### config.mk
export PLATFORM = sky130hd
export DESIGN_NAME = pulse_stretcher
export DESIGN_NICKNAME = d
export VERILOG_FILES = /design/src/rtl/pulse_stretcher.sv
export SDC_FILE = /design/constraint.sdc
export NUM_CORES = 1
export LEC_CHECK = 0
export ABC_AREA = 1
export CAP_MARGIN = 5
export CORE_UTILIZATION = 41
export DETAILED_ROUTE_END_ITERATION = 10
export SYNTH_ARGS = -nofsm -noshare
export SYNTH_HDL_FRONTEND = slang
export SYNTH_SLANG_ARGS = --single-unit
### constraint.sdc
create_clock -name clk -period 2.9 [get_ports clk]
set_input_delay 0.58 -clock clk [delete_from_list [all_inputs] [get_ports clk]]
set_output_delay 0.58 -clock clk [all_outputs]
set_load 0.05 [all_outputs]
### src/rtl/pulse_stretcher.sv
// Stretches single-cycle event strobes into fixed-length output pulses with a guaranteed
// low gap between them. Events that arrive mid-pulse are queued in a saturating counter.
module pulse_stretcher #(
  parameter int unsigned HOLD   = 4,
  parameter int unsigned GAP    = 2,
  parameter int unsigned PEND_W = 2
) (
  input  logic              clk,
  input  logic              reset,
  input  logic              trig,
  output logic              out,
  output logic [PEND_W-1:0] pending,
  output logic              busy,
  output logic              overflow
);

  localparam int unsigned MAX_CNT = (HOLD > GAP) ? HOLD : GAP;
  localparam int unsigned CNT_W   = $clog2(MAX_CNT + 1);
  localparam logic [CNT_W-1:0]  HOLD_LOAD = CNT_W'(HOLD - 1);
  localparam logic [CNT_W-1:0]  GAP_LOAD  = CNT_W'(GAP - 1);
  localparam logic [PEND_W-1:0] PEND_MAX  = '1;

  typedef enum logic [1:0] {
    S_IDLE = 2'd0,
    S_HOLD = 2'd1,
    S_GAP  = 2'd2
  } state_e;

  state_e             state_q, state_d;
  logic [CNT_W-1:0]   cnt_q, cnt_d;
  logic [PEND_W-1:0]  pend_q, pend_d;
  logic               out_q, out_d;
  logic               busy_q, busy_d;
  logic               ovf_q, ovf_d;
  logic               enq;
  logic               deq;

  // State register and registered outputs.
  always_ff @(posedge clk) begin
    if (reset) begin
      state_q <= S_IDLE;
      cnt_q   <= '0;
      pend_q  <= '0;
      out_q   <= 1'b0;
      busy_q  <= 1'b0;
      ovf_q   <= 1'b0;
    end else begin
      state_q <= state_d;
      cnt_q   <= cnt_d;
      pend_q  <= pend_d;
      out_q   <= out_d;
      busy_q  <= busy_d;
      ovf_q   <= ovf_d;
    end
  end

  // Next-state, queue bookkeeping and output decode.
  always_comb begin
    state_d = state_q;
    cnt_d   = cnt_q;
    pend_d  = pend_q;
    ovf_d   = ovf_q;
    enq     = 1'b0;
    deq     = 1'b0;

    unique case (state_q)
      S_IDLE: begin
        if (trig) begin
          state_d = S_HOLD;
          cnt_d   = HOLD_LOAD;
        end
      end
      S_HOLD: begin
        enq = trig;
        if (cnt_q == '0) begin
          state_d = S_GAP;
          cnt_d   = GAP_LOAD;
        end else begin
          cnt_d = cnt_q - CNT_W'(1);
        end
      end
      S_GAP: begin
        if (cnt_q != '0) begin
          enq   = trig;
          cnt_d = cnt_q - CNT_W'(1);
        end else if (pend_q != '0) begin
          // Oldest queued event wins; a coincident strobe takes its place in the queue.
          deq     = 1'b1;
          enq     = trig;
          state_d = S_HOLD;
          cnt_d   = HOLD_LOAD;
        end else if (trig) begin
          state_d = S_HOLD;
          cnt_d   = HOLD_LOAD;
        end else begin
          state_d = S_IDLE;
        end
      end
      default: begin
        state_d = S_IDLE;
        cnt_d   = '0;
      end
    endcase

    if (deq && !enq) begin
      pend_d = pend_q - PEND_W'(1);
    end else if (enq && !deq) begin
      if (pend_q == PEND_MAX) begin
        ovf_d = 1'b1;
      end else begin
        pend_d = pend_q + PEND_W'(1);
      end
    end

    out_d  = (state_d == S_HOLD);
    busy_d = (state_d != S_IDLE);
  end

  assign out      = out_q;
  assign pending  = pend_q;
  assign busy     = busy_q;
  assign overflow = ovf_q;

endmodule

==> summary.md, run 1 <==
| Metric | Value |
|---|---|
| Seq pwr share | 29.0% |
| CP Max Fanout | 6 |
| Hold WC Path Type | reg -> reg |
| Buf+Inv Stages, Crit Path | 1 |
| Critical path required time | roughly 2.3 ns |
| Post-CTS resize count | 0 |
| CTS sink count | 10 |
| Fin. max-slew vios | 0 |
| Clk network pwr share | 19.1% |
| Area leader, netlist | dfxtp_1 |
| Pin count of the biggest net entering global routing | 8 |
| Final setup violation count | 0 |
| R2R Setup Slk | 0.89 ns |
| Count leader, synth | inv_1 |
| Crit path max-delay family | buffers and inverters |
| PwrDens | ~850 nW/um^2 |
| Vias in the first global route | 551 |
| Synthesis Warnings | 0 |
| Post-synth ARST share | 0% |
| Initial DRC Count | 8 |
| CTS Root Cell | clkbuf_4 |
| N_diodes | 0 |
| Mapped Cells | 91 |
| Layout cells sized above 1 | 18.63% |
| Clock Path Buffers | 2 |
| Fill count | roughly 170 |
| Clock Pin Slew Worst Setup and Hold Paths | roughly 0.070 ns |
| CP startpoint kind | flip-flop |
| Setup bufs post-CTS | 0 |
| DR vias/cell | 4.839 |
| Sw Share | between 40 and 50% |
| Synth area leaders | dfxtp_1 (30%), ha_1 (15%), inv_1 (9.0%) |
| Critical Path End Type | output port |
| Post-synthesis cell type count | 20 |
| Critical Path Slowest Stage Cell | clkdlybuf4s50_1 |
| Total CTS buffers | 3 |
| Highest Clock Rate | 474.5 MHz |
| Initial Util | about 44% |
| Die X | between 40 and 50 um |
| Post-synthesis mux area share | 0% |
| Top_reg_cell synth | dfxtp_1 |
| GP Congestion | 0.8217 |
| Die area | 1792 sq um |
| Final Hold Fails | 0 |
| Post-Synth XOR/XNOR Area | 1.313% |
| Cells along the critical path | clkdlybuf4s50_1 |
| Drt pass-1 iters | 3 |
| Tot Pwr | 0.6733 mW |
| WS Path Type | reg -> out |
| Clock Skew | 0.003579 ns |
| Total grt overflow | 0 |
| Die Height | between 40 and 50 um |
| Post-DR wirelength/cell | ~10 um |
| GRT Total Usage | 16.37% |
| Nets@finish | 114 |
| Sequential cell area fraction in the yosys report | 30.02% |
| Leakage | approximately 0.36 nW |
| Max stage delay on crit path | 0.84 ns |
| RSZ-0062 raised after global routing | no |
| Simple-Gate Fraction of Synth Area | 29.46% |
| Detailed Route WL | 1.231 mm |
| Top cells by count, synth | inv_1 (16), nand2_1 (14), dfxtp_1 (10), nor2_1 (10), ha_1 (8) |
| R2r worst-path depth | 11 |
| Maxcap violations | 0 |
| Placeable core area | 1506 sq um |
| Post-CTS Hold Buffers | 0 |
| TNS Setup | 0 ns |
| H-tree levels | 1 |
| # rows | 14 |
| Syn Area/Cell | approximately 7.3 sq um |
| Internal | 0.3720 mW |
| Final setup margin | 0.7925 ns |
| Fin crit share | a little over 70% |
| Max-slew headroom | 66.35% |
| Clock Latency Late Sink | 0.27 ns |
| Syn Nets | just over 100 |
| VDD IR-drop max | 0.3926 mV |
| Port Buffers | 7 |
| Post-Synth Adder-Cell Area | 15.01% |
| Synth Area in Compound Gates | 13.51% |
| Switching power | 0.3013 mW |
| Synth Register Bits | 10 |
| Vias | 571 |
| CTS tree | built |
| IO Count | 8 |
| Yosys top cell area share | 30.02% |
| First-pass GRT wire length | 2.159 mm |
| WHS | approximately 0.46 ns |
| Minimum clock period | 2.108 ns |
| Initial antenna violation count | 0 |
| Post-synth EDFFs | 0 |
| Area grow syn2layout | 18.95% |
| Hold depth | 2 |
| Cell Area, Synth | 666.9 sq um |
| Largest family of logic cells by synthesized area | simple AND/OR/NAND/NOR gates |
| # DRC | 0 |
| Run status | finished, final reports clean |
| Combinational share of power | 51.9% |
| DP HPWL | 976.2 um |
| Antenna viol nets, final | 0 |
| Critical path depth | 1 |
| Least-Margin Pin Slew | 0.5032 ns |
| Worst Setup Slack post-DPL | 0.6712 ns |
| CP arrival | between 1.5 and 2 ns |
## flip-flops by register name (all words and copies together) (netlist names)
name / flops
cnt_q: 3
pending: 2
state_q: 2
busy: 1
out: 1
overflow: 1
## area by class of cell
type                    count  area, sq um  area share [%]
multi-input cells          62        395.4           49.84
flip-flops and latches     10        200.2           25.24
inverters                  19        71.32           8.991
repair buffers              7        70.07           8.833
clock buffers               4        36.28           4.574
well taps                  16        20.02           2.524
## placed cells by master (no fill, tap or decap), drive strengths merged
master,netlist,routed
a21oi,6,6
a31oi,1,1
clkbuf,0,4
clkdlybuf4s50,0,7
dfxtp,10,10
ha,8,8
inv,19,19
nand2,16,16
nand3,8,8
nor2,13,13
nor3,2,2
o21a,1,1
o21ai,5,5
o22ai,1,1
xor2,1,1
## power groups by stage
stage                     sequential [mW]  combinational [mW]  clock [mW]
after CTS                           0.195               0.352       0.133
after global routing                0.202               0.391       0.139
after floorplan                     0.242               0.228           0
after detailed placement            0.198               0.350           0
after global placement              0.199               0.348           0
final                               0.195               0.349       0.129
## final timing paths
| kind | startpoint | endpoint |
|---|---|---|
| setup / recovery | pending[1] | pending[1] |
| setup reg to reg | state_q[0] | pending[0] |
| hold reg to reg | overflow | overflow |
| hold / removal | overflow | overflow |
## per-stage QoR
step / util, % / cells / area, sq um
2_1_floorplan: - / 91 / 666.9
4_1_cts: 52.66 / 118 / 793.3
3_5_place_dp: 50.25 / 114 / 757.0
3_3_place_gp: 50.25 / 114 / 757.0
6_report: 52.66 / 118 / 793.3
5_1_grt: 52.66 / 118 / 793.3
## routing by layer
metal / up-vias / global-route usage, % / wire length [um]
li1: 312 / - / -
met4: 0 / 10.63 / 10
met5: - / 0 / 0
met3: 2 / 4.741 / 39
met2: 6 / 24.00 / 562
met1: 251 / 20.75 / 619
## cell families after synthesis
group                    after synthesis
buffers and inverters                 19
AND/OR/NAND/NOR                       39
XOR/XNOR                               1
AO/OA/AOI/OAI                         14
flip-flops                            10
adder cells (fa/ha/maj)                8
(Power assumes the default switching activity.)
==> inputs of run 2 (changes only) <==
clock period = 1.7 ns   (was 2.9 ns; I/O delays follow)
==> summary.md, run 2 (same netlist as run 1, synthesis figures left out) <==
| Metric | Value |
|---|---|
| Run status | finished, final reports clean |
| Clock Path Buffers | 2 (unchanged) |
| Total CTS buffers | 3 (unchanged) |
| PwrDens | 1441 nW/um^2 (+70%) |
| DP HPWL | 1.261 mm (+29%) |
| Die X | 42.33 um (unchanged) |
| Commonest non-fill, non-tap cell in the layout | buf_4 |
| Highest Clock Rate | 606.5 MHz |
| Critical path required time | 1.90 ns (-0.42 ns) |
| Minimum clock period | roughly 1.6 ns |
| Hold WC Path Type | reg -> reg |
| VDD IR-drop max | 0.7226 mV (+84%) |
| CTS sink count | 10 (unchanged) |
| Largest Register | cnt_q |
| Fin crit share | a little over nine tenths |
| Final setup violation count | 0 (unchanged) |
| Most frequent CP cell | inv_2 |
| Clock Skew | 0.002062 ns (-0.001518 ns) |
| Maxcap violations | 0 (unchanged) |
| R2r startpoint | state_q[0] |
| R2R Setup Slk | 0.05 ns (-0.84 ns) |
| Max-slew headroom | 80.12% (+14 points) |
| Clock Latency Late Sink | 0.27 ns (about the same) |
| CP startpoint kind | flip-flop |
| Final core occ | 70.60% (+18 points) |
| Antenna viol nets, final | 0 (unchanged) |
| Max stage delay on crit path | 0.34 ns (-0.50 ns) |
| Hold endpoint | overflow |
| R2R Path End | pending[1] |
| Initial antenna violation count | 0 (unchanged) |
| CTS Root Cell | clkbuf_4 |
| Detailed Route WL | 1.720 mm (+40%) |
| # DRC | 0 (unchanged) |
| Placeable core area | 1506 sq um (unchanged) |
| R2r worst-path depth | 11 (unchanged) |
| Hold wc startpoint | overflow |
| Vias | 705 (+23%) |
| Leakage | 0.5191 nW (+45%) |
| Area grow syn2layout | 59.47% |
| Total grt overflow | 0 (unchanged) |
| Pin count of the biggest net entering global routing | 7 (-1) |
| Nets@finish | 143 (+25%) |
| Post-DR wirelength/cell | 11.70 um (+12%) |
| Port Buffers | 7 (unchanged) |
| Max FFs per register | 3 (unchanged) |
| IO Count | 8 (unchanged) |
| Post-CTS Hold Buffers | 0 (unchanged) |
| CTS tree | built |
| Layout cells sized above 1 | 54.20% (+36 points) |
| Hold depth | 2 (unchanged) |
| GRT Total Usage | 20.12% (+3.8 points) |
| Final Hold Fails | 0 (unchanged) |
| Initial Util | 44.27% (unchanged) |
| Critical Path Slowest Stage Cell | dfxtp_2 |
| Most frequent cells in the layout | buf_4 (34), nand2_1 (14), inv_1 (10), nor2_1 (10), inv_2 (9) |
| Fin. max-slew vios | 0 (unchanged) |
| DR vias/cell | 4.796 (-0.89%) |
| Die Height | 42.33 um (unchanged) |
| Tot Pwr | 1.532 mW (+130%) |
| First-pass GRT wire length | 2.622 mm (+21%) |
| Die area | 1792 sq um (unchanged) |
| Clock Pin Slew Worst Setup and Hold Paths | 0.07 ns (about the same) |
| Cells along the critical path | inv_2, ha_4, inv_2, o21a_2, nor2_4, inv_2, ha_4, inv_2, o21ai_2, nand2_1, a21oi_1 |
| Drt pass-1 iters | 6 (+3) |
| Initial DRC Count | 20 (+12) |
| Critical Path End Type | flip-flop |
| H-tree levels | 1 (unchanged) |
| # rows | 14 (unchanged) |
| RSZ-0062 raised after global routing | yes |
| N_diodes | 0 (unchanged) |
| CP Max Fanout | 4 (-2) |
| GP Congestion | 0.7919 (-3.6%) |
| Least-Margin Pin Slew | 0.2979 ns (-0.2053 ns) |
| WS Path Type | reg -> reg |
| Vias in the first global route | 638 (+16%) |
| CP arrival | 1.85 ns (+0.32 ns) |
==> run 2: what timing repair did <==
item / in CTS / in global routing
endpoints found under the setup margin: 2 / 2
pin swaps: 1 / 9
buffers inserted: 3 / 7
resized for setup: 8 / 8
==> run 2: layer usage <==
metal / track usage, % / up-vias / part of all wire [%]
li1: - / 370 / -
met1: 22.87 / 313 / 44
met2: 34.77 / 18 / 51
met3: 5.172 / 4 / 4.1
met4: 9.375 / 0 / 1.6
met5: 0 / - / 0
==> run 2: layout make-up <==
class,count,area [sq um]
tap,16,20.02
sequential,10,210.2
inverter,19,71.32
timing repair buffer,36,275.3
clock buffer,4,36.28
fill,132,442.9
multi-input combinational,62,450.4
==> run 2: where the power goes <==
group	internal (mW)	total (mW)	switching [mW]
Sequential	0.301	0.345	0.0436
Combinational	0.475	0.972	0.497
Clock	0.130	0.216	0.0854
Total	0.906	1.53	0.626
==> run 2: worst max-delay path: cells and delay by family, from the launching register on <==
family                   cells  cell delay [ns]
AO/OA/AOI/OAI                3             0.39
adder cells (fa/ha/maj)      2             0.43
buffers and inverters        4             0.23
flip-flops                   1             0.34
AND/OR/NAND/NOR              2             0.19
==> run 2: metrics by stage <==
step	setup TNS [ns]	area, sq um	setup slack, ns	hold WS [ns]	instances
finish	0	1064	0.05108	0.4496	147
global route	-0.09296	1064	-0.04703	0.4702	147
CTS	0	980.9	0.009063	0.4550	140
detailed placement	-0.2214	905.9	-0.1337	0.4443	133
global placement	-0.1526	905.9	-0.09359	0.4366	133
floorplan	0	685.7	0.005385	0.4017	91
==> run 2: worst max path at each step <==
stage / startpoint / to / slack, ns / cells after the start
CTS: state_q[0] / pending[0] / 0.009 / 11
floorplan: cnt_q[1] / pending[0] / 0.005 / 12
detailed placement: trig / pending[0] / -0.13 / 9
global placement: trig / pending[0] / -0.09 / 9
global route: cnt_q[1] / pending[0] / -0.05 / 12
finish: state_q[0] / pending[1] / 0.05 / 11
==> inputs of run 3 (changes only) <==
CTS_CLUSTER_DIAMETER = 30   (was unset)
==> results of run 3 <==
Final layout, timing and power as in run 2 (identical DEF).
